===== src/rtl/vdg_text_shifter.sv =====
// vdg_text_shifter: 6847-style character fetch, pattern staging and 8-pixel shifter
module vdg_text_shifter #(
    parameter int FIRST_ROW = 3
) (
    input  logic       clk,
    input  logic       reset,
    input  logic       pix_ce,
    input  logic       char_valid,
    input  logic [7:0] char_code,
    input  logic [3:0] char_row,
    output logic       char_ready,
    output logic [9:0] rom_addr,
    output logic       rom_cs,
    input  logic [7:0] rom_dout,
    output logic       pix_valid,
    output logic       pix_fg,
    output logic       pix_sg,
    output logic [2:0] pix_color,
    output logic       underrun
);
    typedef enum logic [1:0] {IDLE, FETCH, CAPT} state_t;
    state_t     state, state_nx;
    logic [7:0] hold_code;
    logic [3:0] hold_row;
    logic       hold_full;
    logic [7:0] stage;
    logic       stage_sg;
    logic [2:0] stage_color;
    logic       stage_full;
    logic [7:0] shifter;
    logic       shift_sg;
    logic [2:0] shift_color;
    logic [2:0] cnt;
    logic       sg, inv, row_ok, quad_l, quad_r;
    logic [2:0] font_row;
    logic [7:0] pattern;

    assign char_ready = !hold_full;
    assign sg         = hold_code[7];
    assign inv        = hold_code[6];
    assign font_row   = 3'(hold_row - 4'(FIRST_ROW));
    assign row_ok     = hold_row >= 4'(FIRST_ROW) && hold_row <= 4'(FIRST_ROW + 7);
    assign quad_l     = hold_row < 4'd6 ? hold_code[3] : hold_code[1];
    assign quad_r     = hold_row < 4'd6 ? hold_code[2] : hold_code[0];
    assign pattern    = sg ? (hold_row < 4'd12 ? {{4{quad_l}}, {4{quad_r}}} : 8'h00)
                           : (row_ok ? rom_dout : 8'h00) ^ {8{inv}};

    // fetch sequencing and the ROM strobe, which is only raised for in-range text rows
    always_comb begin
        state_nx = state == IDLE ? (hold_full && !stage_full ? FETCH : IDLE) : state == FETCH ? CAPT : IDLE;
        rom_cs   = state == FETCH && !sg && row_ok;
        rom_addr = rom_cs ? {1'b0, hold_code[5:0], font_row} : 10'd0;
    end

    // fetch state register
    always_ff @(posedge clk or posedge reset)
        if (reset) state <= IDLE;
        else state <= state_nx;

    // holding register: filled by a handshake, emptied when its pattern is captured
    always_ff @(posedge clk or posedge reset)
        if (reset) begin
            hold_full <= 1'b0;
            hold_code <= 8'd0;
            hold_row  <= 4'd0;
        end else if (char_valid && char_ready) begin
            hold_full <= 1'b1;
            hold_code <= char_code;
            hold_row  <= char_row;
        end else if (state == CAPT) begin
            hold_full <= 1'b0;
        end

    // stage register: capture never meets a load since fetches only start with the stage empty
    always_ff @(posedge clk or posedge reset)
        if (reset) begin
            stage       <= 8'd0;
            stage_sg    <= 1'b0;
            stage_color <= 3'd0;
            stage_full  <= 1'b0;
        end else begin
            if (state == CAPT) begin
                stage       <= pattern;
                stage_sg    <= sg;
                stage_color <= sg ? hold_code[6:4] : 3'd0;
            end
            stage_full <= state == CAPT || (stage_full && !(pix_ce && cnt == 3'd0));
        end

    // pixel shifter; underrun flags a break in a running pixel stream, not idle before the first character
    always_ff @(posedge clk or posedge reset)
        if (reset) begin
            shifter     <= 8'd0;
            shift_sg    <= 1'b0;
            shift_color <= 3'd0;
            cnt         <= 3'd0;
            pix_valid   <= 1'b0;
            pix_fg      <= 1'b0;
            pix_sg      <= 1'b0;
            pix_color   <= 3'd0;
            underrun    <= 1'b0;
        end else if (pix_ce) begin
            if (cnt != 3'd0) begin
                pix_valid <= 1'b1;
                pix_fg    <= shifter[7];
                pix_sg    <= shift_sg;
                pix_color <= shift_color;
                shifter   <= {shifter[6:0], 1'b0};
                cnt       <= cnt - 3'd1;
            end else if (stage_full) begin
                pix_valid   <= 1'b1;
                pix_fg      <= stage[7];
                pix_sg      <= stage_sg;
                pix_color   <= stage_color;
                shifter     <= {stage[6:0], 1'b0};
                shift_sg    <= stage_sg;
                shift_color <= stage_color;
                cnt         <= 3'd7;
            end else begin
                pix_valid <= 1'b0;
                pix_fg    <= 1'b0;
                pix_sg    <= 1'b0;
                pix_color <= 3'd0;
                underrun  <= underrun | pix_valid;
            end
        end
endmodule

===== config.mk =====
export PLATFORM = sky130hd
export DESIGN_NAME = vdg_text_shifter
export DESIGN_NICKNAME = d
export VERILOG_FILES = /design/src/rtl/vdg_text_shifter.sv
export SDC_FILE = /design/constraint.sdc
export NUM_CORES = 1
export LEC_CHECK = 0
export ABC_AREA = 1
export BUFFER_PORTS_ARGS = -buffer_cell sky130_fd_sc_hd__buf_2
export CORE_MARGIN = 10
export CORE_UTILIZATION = 34
export CTS_CLUSTER_DIAMETER = 100
export CTS_CLUSTER_SIZE = 28
export DETAILED_ROUTE_END_ITERATION = 7
export HOLD_SLACK_MARGIN = 0.08
export REMOVE_ABC_BUFFERS = 1
export SYNTH_ARGS = -nofsm -noshare
export SYNTH_HDL_FRONTEND = slang
export SYNTH_SLANG_ARGS = --single-unit

===== constraint.sdc =====
create_clock -name clk -period 2.25 [get_ports clk]
set_clock_uncertainty 0.2 [all_clocks]
set_input_delay 0.3375 -clock clk [delete_from_list [all_inputs] [get_ports clk]]
set_output_delay 0.3375 -clock clk [all_outputs]
set_load 0.005 [all_outputs]

==> flow_summary.yaml, run 1 <==
status:
  status: "finished clean"
setup_path:
  path_class: "flop to primary output"
  startpoint_type: "flop"
  worstSetupEndpointType: "primary output"
  crit_fanout: 5
  worst_ep_required_time_ns: 1.71
  cp.arrival_ns: 1.55
pwr:
  swShare_pct: 39.0
  ir_worst_vdd_mv: 0.593
  pwr_density_cell_nw_per_um2: 1300
  pwr-share-comb_pct: 39.6
  p_seq_share_pct: 42.3
  p_int_w: 0.00223
  power_switching_w: 0.00142
  p_leak_nw: 1.42
  clock_power_share_pct: 18.1
floorplan:
  io_pins: 43
  die_area_um2: 10400
  die_width_um: 102
  initial_core_util_pct: 35.4
  num_rows: 29
  design.core.area_um2: 6420
  die_h_um: 102
detailed_routing:
  drc: 0
  routed_via_density: 4.62
  vias: 1875
  dr.first_iter.drc_count: 87
  wl_per_cell_um: 12.7
  dr.pass1.iters: 4
  ant_nets: 0
  routed_wl_um: 5150
synth:
  ys_types: 27
  ys_warn_count: 0
  netlist_instances: 270
  synth-seq-cells: 49
  synth_top_area_share_pct: 53.9
  synth_area_leaders: "dfrtp_1, nand2_1, nor2_1, a21oi_1, inv_1"
  synth_top_cell_by_area: "dfrtp_1"
  synth_area_per_cell_um2: 8.42
  syn-cell-area_um2: 2270
  yosysSeqAreaShare_pct: 53.9
clock_tree:
  path_clk_slew_ns: 0.09
  cts_sinks: 49
  root_buffer: "clkbuf_8"
  clock_path_buffers: 2
  cts_tree: "built"
  ctsHtreeMaxLevel: 2
  cts_made_buffers: 5
  insertion_delay_ns: 0.30
grt:
  grt_pass1_wl_um: 8820
  antenna_found_initial: 0
  grt.overflow.total: 0
  grt_start_max_net_pins: 50
  grt_pass1_vias: 1931
  grt_use_total_pct: 10.5
hold_path:
  hold_path_class: "primary input to flop"
finish:
  nets: 356
  regArea_um2: 1230
  drive_gt1_share_pct: 21.6
  nFillCells: 634
  multi_input_area_um2: 887
  final_area_um2: 2810
  antennaDiodeCount: 0
  area_growth_pct: 23.8
  final_cell_mix: "nand2_1, dfrtp_1, nor2_1, buf_2, inv_1"
  final_common_cell: "nand2_1"
place:
  gp_congestion: 0.835
  portBuffers: 41
  dp_hpwl_um: 3660
  post_dp_cell_area_um2: 2550
  place_ws_ns: 0.321
timing:
  grt_setup_unrepaired: "no"
  fin_crit_ns: 2.09
  timing.final.crit_share_pct: 92.9
  setup_viol_count_final: 0
  worstMarginPinSlew_ns: 0.613
  max_slew_margin_pct: 59.1
  slew_viol_final: 0
  hold-worst-slack_ns: 0.0910
  fin_setup_tns_ns: 0
  max_freq_ghz: 0.479
  layout_setup_ws_ns: 0.160
  timing_hold_violations_final: 0
flow_run:
  drv_cap: 0
==> cell type report <==
| cell class | instances | area share, % |
|---|---|---|
| Inverter | 31 | 4.14 |
| Tap cell | 77 | 3.42 |
| Clock inverter | 2 | 1.33 |
| Multi-Input combinational cell | 182 | 31.5 |
| Clock buffer | 6 | 2.93 |
| Sequential cell | 49 | 43.6 |
| Timing Repair Buffer | 59 | 13.1 |
==> kinds of logic after synthesis <==
| logic type | after synthesis | share of synthesized area, % |
|---|---|---|
| other cells | 1 | 0.165 |
| compound gates | 47 | 11.6 |
| fa+ha+maj | 4 | 2.20 |
| mux | 1 | 0.495 |
| simple gates | 128 | 23.6 |
| flops | 49 | 53.9 |
| buf+inv | 40 | 7.98 |
==> worst max-delay path, cell delays in order (launching register included) <==
cell and delay (ns):
dfrtp_1 0.41, inv_1 0.08, ha_1 0.15, inv_1 0.04, nand2_1 0.05, nand2_1 0.08
nand2_4 0.10, nand3_4 0.10, a21oi_2 0.12, buf_2 0.12
==> cells in the mapped netlist <==
cell,instances
a21oi_1,24
a22o_1,1
conb_1,1
nand3_1,18
clkbuf_1,1
o21ai_0,10
nor4_1,1
clkinv_1,1
nand2_4,1
nand2_1,60
nor2_2,1
mux2_2,1
a31oi_1,6
o211ai_1,4
buf_8,1
clkbuf_8,1
buf_4,1
o21ai_2,1
ha_1,4
dfrtp_1,49
inv_1,27
inv_2,3
nand3_4,1
nor2_1,43
buf_2,5
a31o_2,1
nand2_2,3
==> power by group through the flow <==
stage          Sequential [W]  Combinational [W]  Clock [W]
3_5_place_dp          0.00157            0.00137          0
3_3_place_gp          0.00155            0.00134          0
4_1_cts               0.00155            0.00142   0.000682
6_report              0.00154            0.00145   0.000662
2_1_floorplan         0.00151           0.000995          0
5_1_grt               0.00160            0.00170   0.000722
==> per-layer routing <==
layer / up-vias / global-route usage, % / wire [µm]
li1: 976 / - / -
met1: 853 / 12.7 / 2390
met2: 42 / 16.8 / 2420
met3: 4 / 3.34 / 279
met4: 0 / 4.40 / 61
met5: - / 0 / 0
==> flip-flops by register name (all words and copies together), names as in the netlist, 2 cells and up <==
register,count
hold_code,8
hold_row,4
shift_color,3
state,2
cnt,3
stage,8
pix_color,3
shifter,7
stage_color,3
==> stage by stage <==
| step | instances | util, % | total power (W) |
|---|---|---|---|
| 6_report | 406 | 43.8 | 0.00365 |
| 5_1_grt | 406 | 43.8 | 0.00401 |
| 4_1_cts | 405 | 43.5 | 0.00365 |
| 3_5_place_dp | 384 | 39.7 | 0.00294 |
| 3_3_place_gp | 384 | 39.7 | 0.00289 |
| 2_1_floorplan | 261 | - | 0.00251 |
==> final timing paths <==
kind                              start           end  slack, ns  cells after the start
max                         hold_row[0]   rom_addr[2]       0.16                      9
min                        char_code[6]  hold_code[6]       0.09                      3
max reg2reg                 hold_row[1]      stage[5]       0.46                      7
min reg2reg                    state[0]      state[0]       0.27                      1
max in group asynchronous         reset      stage[6]       0.90                      4
min in group asynchronous         reset  hold_code[4]       0.54                      4
==> timing repair <==
action | 4_1_cts | 5_1_grt
buffers inserted | 2 | 0
cloned | 0 | 1
gates resized for setup | 0 | 2
hold buffers | 11 | 0
setup endpoints to repair | 5 | 9
endpoints found under the hold margin | 59 | 0
pin swaps | 1 | 1
Power figures use the tool's default switching activity.
==> run 2: changes to the inputs <==
RECOVER_POWER = 25   (was unset)
SLEW_MARGIN = 20   (was unset)
==> flow_summary.yaml, run 2 (synthesis gave the netlist of run 1 again) <==
pwr:
  pwr-share-comb_pct: 39.2
  p_seq_share_pct: 42.6
  clock_power_share_pct: 18.1
  pwr_density_cell_nw_per_um2: 1290
  p_int_w: 0.00220
  p_leak_nw: 1.39
  swShare_pct: 39.1
  ir_worst_vdd_mv: 0.593
  power_switching_w: 0.00142
  finalPower_w: 0.00362
grt:
  grt_use_total_pct: 10.5
  grt_pass1_wl_um: 8820
  grt.overflow.total: 0
  grt_pass1_vias: 1931
  antenna_found_initial: 0
  grt_start_max_net_pins: 50
place:
  gp_congestion: 0.835
  portBuffers: 41
  dp_hpwl_um: 3660
  dp.cells: 384
  post_dp_cell_area_um2: 2550
timing:
  max_freq_ghz: 0.478
  fin_crit_ns: 2.09
  worstMarginPinSlew_ns: 1.19
  max_slew_margin_pct: 20.8
  timing.final.crit_share_pct: 93.0
  fin_setup_tns_ns: 0
  grt_setup_unrepaired: "no"
  setup_viol_count_final: 0
  timing_hold_violations_final: 0
  hold-worst-slack_ns: 0.0905
  slew_viol_final: 0
floorplan:
  initial_core_util_pct: 35.4
  die_area_um2: 10400
  num_rows: 29
  design.core.area_um2: 6420
  die_width_um: 102
  io_pins: 43
  die_h_um: 102
detailed_routing:
  ant_nets: 0
  dr.pass1.iters: 4
  routed_via_density: 4.66
  vias: 1891
  routed_wl_um: 5140
  wl_per_cell_um: 12.7
  drc: 0
  dr.first_iter.drc_count: 80
setup_path:
  crit_chain: "inv_1 > ha_1 > inv_1 > nand2_1 > nand2_1 > nand2_4 > nand3_4 > a21oi_2 > buf_2"
  worst_ep_required_time_ns: 1.71
  ff2ff_path_depth: 5
  cpMaxStageDelayCell: "dfrtp_1"
  max_stage_delay_ns: 0.41
  cp_num_cells: 9
  worstSetupEndpointType: "primary output"
  cp.arrival_ns: 1.56
  cp_top_family: "flip-flops"
  startpoint_type: "flop"
  path_class: "flop to primary output"
  crit_fanout: 5
  cp_num_buf_inv: 3
flow_run:
  drv_cap: 0
finish:
  drive_gt1_share_pct: 18.5
  final_cell_mix: "nand2_1, dfrtp_1, nor2_1, buf_2, inv_1"
  antennaDiodeCount: 0
  nets: 356
  reg.largest.list: "hold_code x8, stage x8, shifter x7"
  final_common_cell: "nand2_1"
  instances_no_fill: 406
  final_area_um2: 2800
  area_growth_pct: 23.0
clock_tree:
  insertion_delay_ns: 0.30
  cts_sinks: 49
  cts_made_buffers: 5
  ctsHtreeMaxLevel: 2
  path_clk_slew_ns: 0.09
  cts_tree: "built"
  root_buffer: "clkbuf_8"
  clock_path_buffers: 2
hold_path:
  hold_path_class: "primary input to flop"
  min_path_cells: 3
status:
  status: "finished clean"
==> run 2: per-layer routing <==
metal	GRT usage [%]	wire, µm
met1	12.7	2370
met4	4.40	61
met5	0	0
met2	16.8	2410
met3	3.34	293
==> run 2: what timing repair did <==
item,in CTS,in global routing
setup endpoints to repair,5,9
pin swaps,1,1
cloned,0,1
gates resized for setup,0,2
hold buffers,11,0
endpoints found under the hold margin,59,0
buffers inserted,2,0
==> run 2: area by class of cell <==
cell class | instances | area (µm²)
inverter | 31 | 116
clock buffer | 6 | 82.6
sequential | 49 | 1230
tap | 77 | 96.3
fill | 642 | 3630
timing repair buffer | 59 | 353
clock inverter | 2 | 37.5
multi-input combinational | 182 | 885
==> run 2: power by group through the flow <==
stage / Sequential, W / Clock [W] / Combinational, W
after global placement: 0.00155 / 0 / 0.00134
after global routing: 0.00160 / 0.000722 / 0.00167
final: 0.00154 / 0.000657 / 0.00142
after floorplan: 0.00151 / 0 / 0.000995
after CTS: 0.00155 / 0.000682 / 0.00142
after detailed placement: 0.00157 / 0 / 0.00137
==> run 2: tightest hold or removal path, stage by stage <==
cell	delay, ns
buf_2	0.08
nor2_1	0.04
a21oi_1	0.09
==> run 2: stage by stage <==
step / utilization (%) / setup WS [ns]
floorplan: - / 0.511
detailed placement: 39.7 / 0.321
CTS: 43.5 / 0.0861
finish: 43.5 / 0.157
global placement: 39.7 / 0.358
global route: 43.5 / 0.00321
==> run 2: final timing paths <==
| path | from | end | slack [ns] |
|---|---|---|---|
| worst max register to register | state[0] | stage[5] | 0.40 |
| worst min-delay path | char_code[6] | hold_code[6] | 0.09 |
| max in group asynchronous | reset | shifter[6] | 0.38 |
| min in group asynchronous | reset | shift_color[1] | 0.76 |
| worst min register to register | state[1] | state[0] | 0.27 |
| worst max-delay path | hold_row[0] | rom_addr[2] | 0.16 |
==> run 3: changes to the inputs <==
CORE_MARGIN = unset   (was 10)
==> flow_summary.yaml, run 3 (synthesis gave the netlist of run 1 again) <==
status:
  status: "finished clean"
timing:
  worstMarginPinSlew_ns: 1.16
  setup_viol_count_final: 0
  slew_viol_final: 0
  timing_hold_violations_final: 0
  hold-worst-slack_ns: 0.0876
  max_freq_ghz: 0.477
  fin_setup_tns_ns: 0
  timing.final.crit_share_pct: 93.3
  max_slew_margin_pct: 22.8
  fin_crit_ns: 2.10
  grt_setup_unrepaired: "no"
setup_path:
  worstSetupEndpointType: "primary output"
  cp_num_buf_inv: 3
  max_stage_delay_ns: 0.41
  startpoint_type: "flop"
  worst_ep_required_time_ns: 1.71
  crit_fanout: 10
  crit_chain: "inv_1 > ha_1 > inv_1 > nand2_1 > nand2_1 > nand2_4 > nand3_4 > a21oi_2 > buf_2"
  cpMaxStageDelayCell: "dfrtp_1"
  path_class: "flop to primary output"
  cp.arrival_ns: 1.56
  cp_top_family: "flip-flops"
clock_tree:
  ctsHtreeMaxLevel: 2
  cts_made_buffers: 5
  clock_path_buffers: 2
  root_buffer: "clkbuf_8"
  cts_tree: "built"
  path_clk_slew_ns: 0.09
  cts_sinks: 49
  insertion_delay_ns: 0.29
grt:
  grt_use_total_pct: 14.1
  antenna_found_initial: 0
  grt.overflow.total: 0
  grt_start_max_net_pins: 32
  grt_pass1_wl_um: 8070
  grt_pass1_vias: 1787
place:
  dp_hpwl_um: 3400
  post_dp_cell_area_um2: 2550
  gp_congestion: 0.747
  portBuffers: 41
detailed_routing:
  routed_via_density: 4.61
  drc: 0
  ant_nets: 0
  vias: 1843
  dr.first_iter.drc_count: 117
  routed_wl_um: 4690
  dr.pass1.iters: 4
  route.met2.wl_um: 2170
  dr_wl_met3_um: 227
  maxUsedRoutingLayer: "met4"
  drt-met1-wl_um: 2240
  wl_per_cell_um: 11.7
floorplan:
  num_rows: 29
  initial_core_util_pct: 35.6
  io_pins: 43
  die_width_um: 83.8
  die_area_um2: 7020
  design.core.area_um2: 6390
  die_h_um: 83.8
finish:
  area_growth_pct: 20.4
  final_area_um2: 2740
  reg.largest.list: "hold_code x8, stage x8, shifter x7"
  antennaDiodeCount: 0
  final_cell_mix: "nand2_1, dfrtp_1, nor2_1, buf_2, inv_1"
  final_common_cell: "nand2_1"
  nets: 350
  drive_gt1_share_pct: 20.1
  nFillCells: 652
flow_run:
  drv_cap: 0
pwr:
  ir_worst_vdd_mv: 0.546
  p_leak_nw: 1.39
  finalPower_w: 0.00358
  pwr_density_cell_nw_per_um2: 1310
hold_path:
  hold_path_class: "primary input to flop"
run 3: worst paths after layout:
check | from | endpoint | depth (start not counted) | slack, ns
worst max-delay path | hold_row[0] | rom_addr[2] | 9 | 0.15
worst min-delay path | char_row[2] | hold_row[2] | 3 | 0.09
worst max register to register | state[0] | stage[5] | 5 | 0.39
worst min register to register | state[1] | state[0] | 1 | 0.27
max in group asynchronous | reset | shifter[7] | 4 | 0.39
min in group asynchronous | reset | hold_code[5] | 3 | 0.68
run 3: timing repair:
item	in CTS	in global routing
pin swaps	1	0
buffers inserted	2	0
endpoints found under the hold margin	34	0
cloned	0	0
setup endpoints to repair	1	1
hold buffers	6	0
resized for setup	0	1
run 3: routing by layer:
metal | GRT usage (%) | vias to the layer above
met5 | 0 | -
met4 | 4.62 | 0
met3 | 3.76 | 4
met2 | 23.1 | 42
met1 | 18.2 | 835
li1 | - | 962
run 3: tightest hold or removal path, stage by stage:
cell	delay, ns
buf_2	0.08
nor2_1	0.03
a21oi_1	0.10
run 3: layout make-up:
cell class,instances,area [µm²],area share [%]
well taps,77,96.3,3.52
flip-flops and latches,49,1230,44.8
inverters,31,116,4.25
clock buffers,7,86.3,3.16
clock inverters,1,30.0,1.10
repair buffers,54,312,11.4
multi-input cells,181,870,31.8
run 3: per-stage QoR:
| step | util [%] | cells | worst slack, ns |
|---|---|---|---|
| 3_5_place_dp | 39.9 | 384 | 0.309 |
| 3_3_place_gp | 39.9 | 384 | 0.355 |
| 6_report | 42.8 | 400 | 0.151 |
| 5_1_grt | 42.8 | 400 | 0.00578 |
| 2_1_floorplan | - | 261 | 0.511 |
| 4_1_cts | 42.9 | 400 | 0.108 |
run 3: power by group:
group	internal [W]	switching (W)
registers	0.00130	0.000251
logic	0.000535	0.000844
clock network	0.000363	0.000288
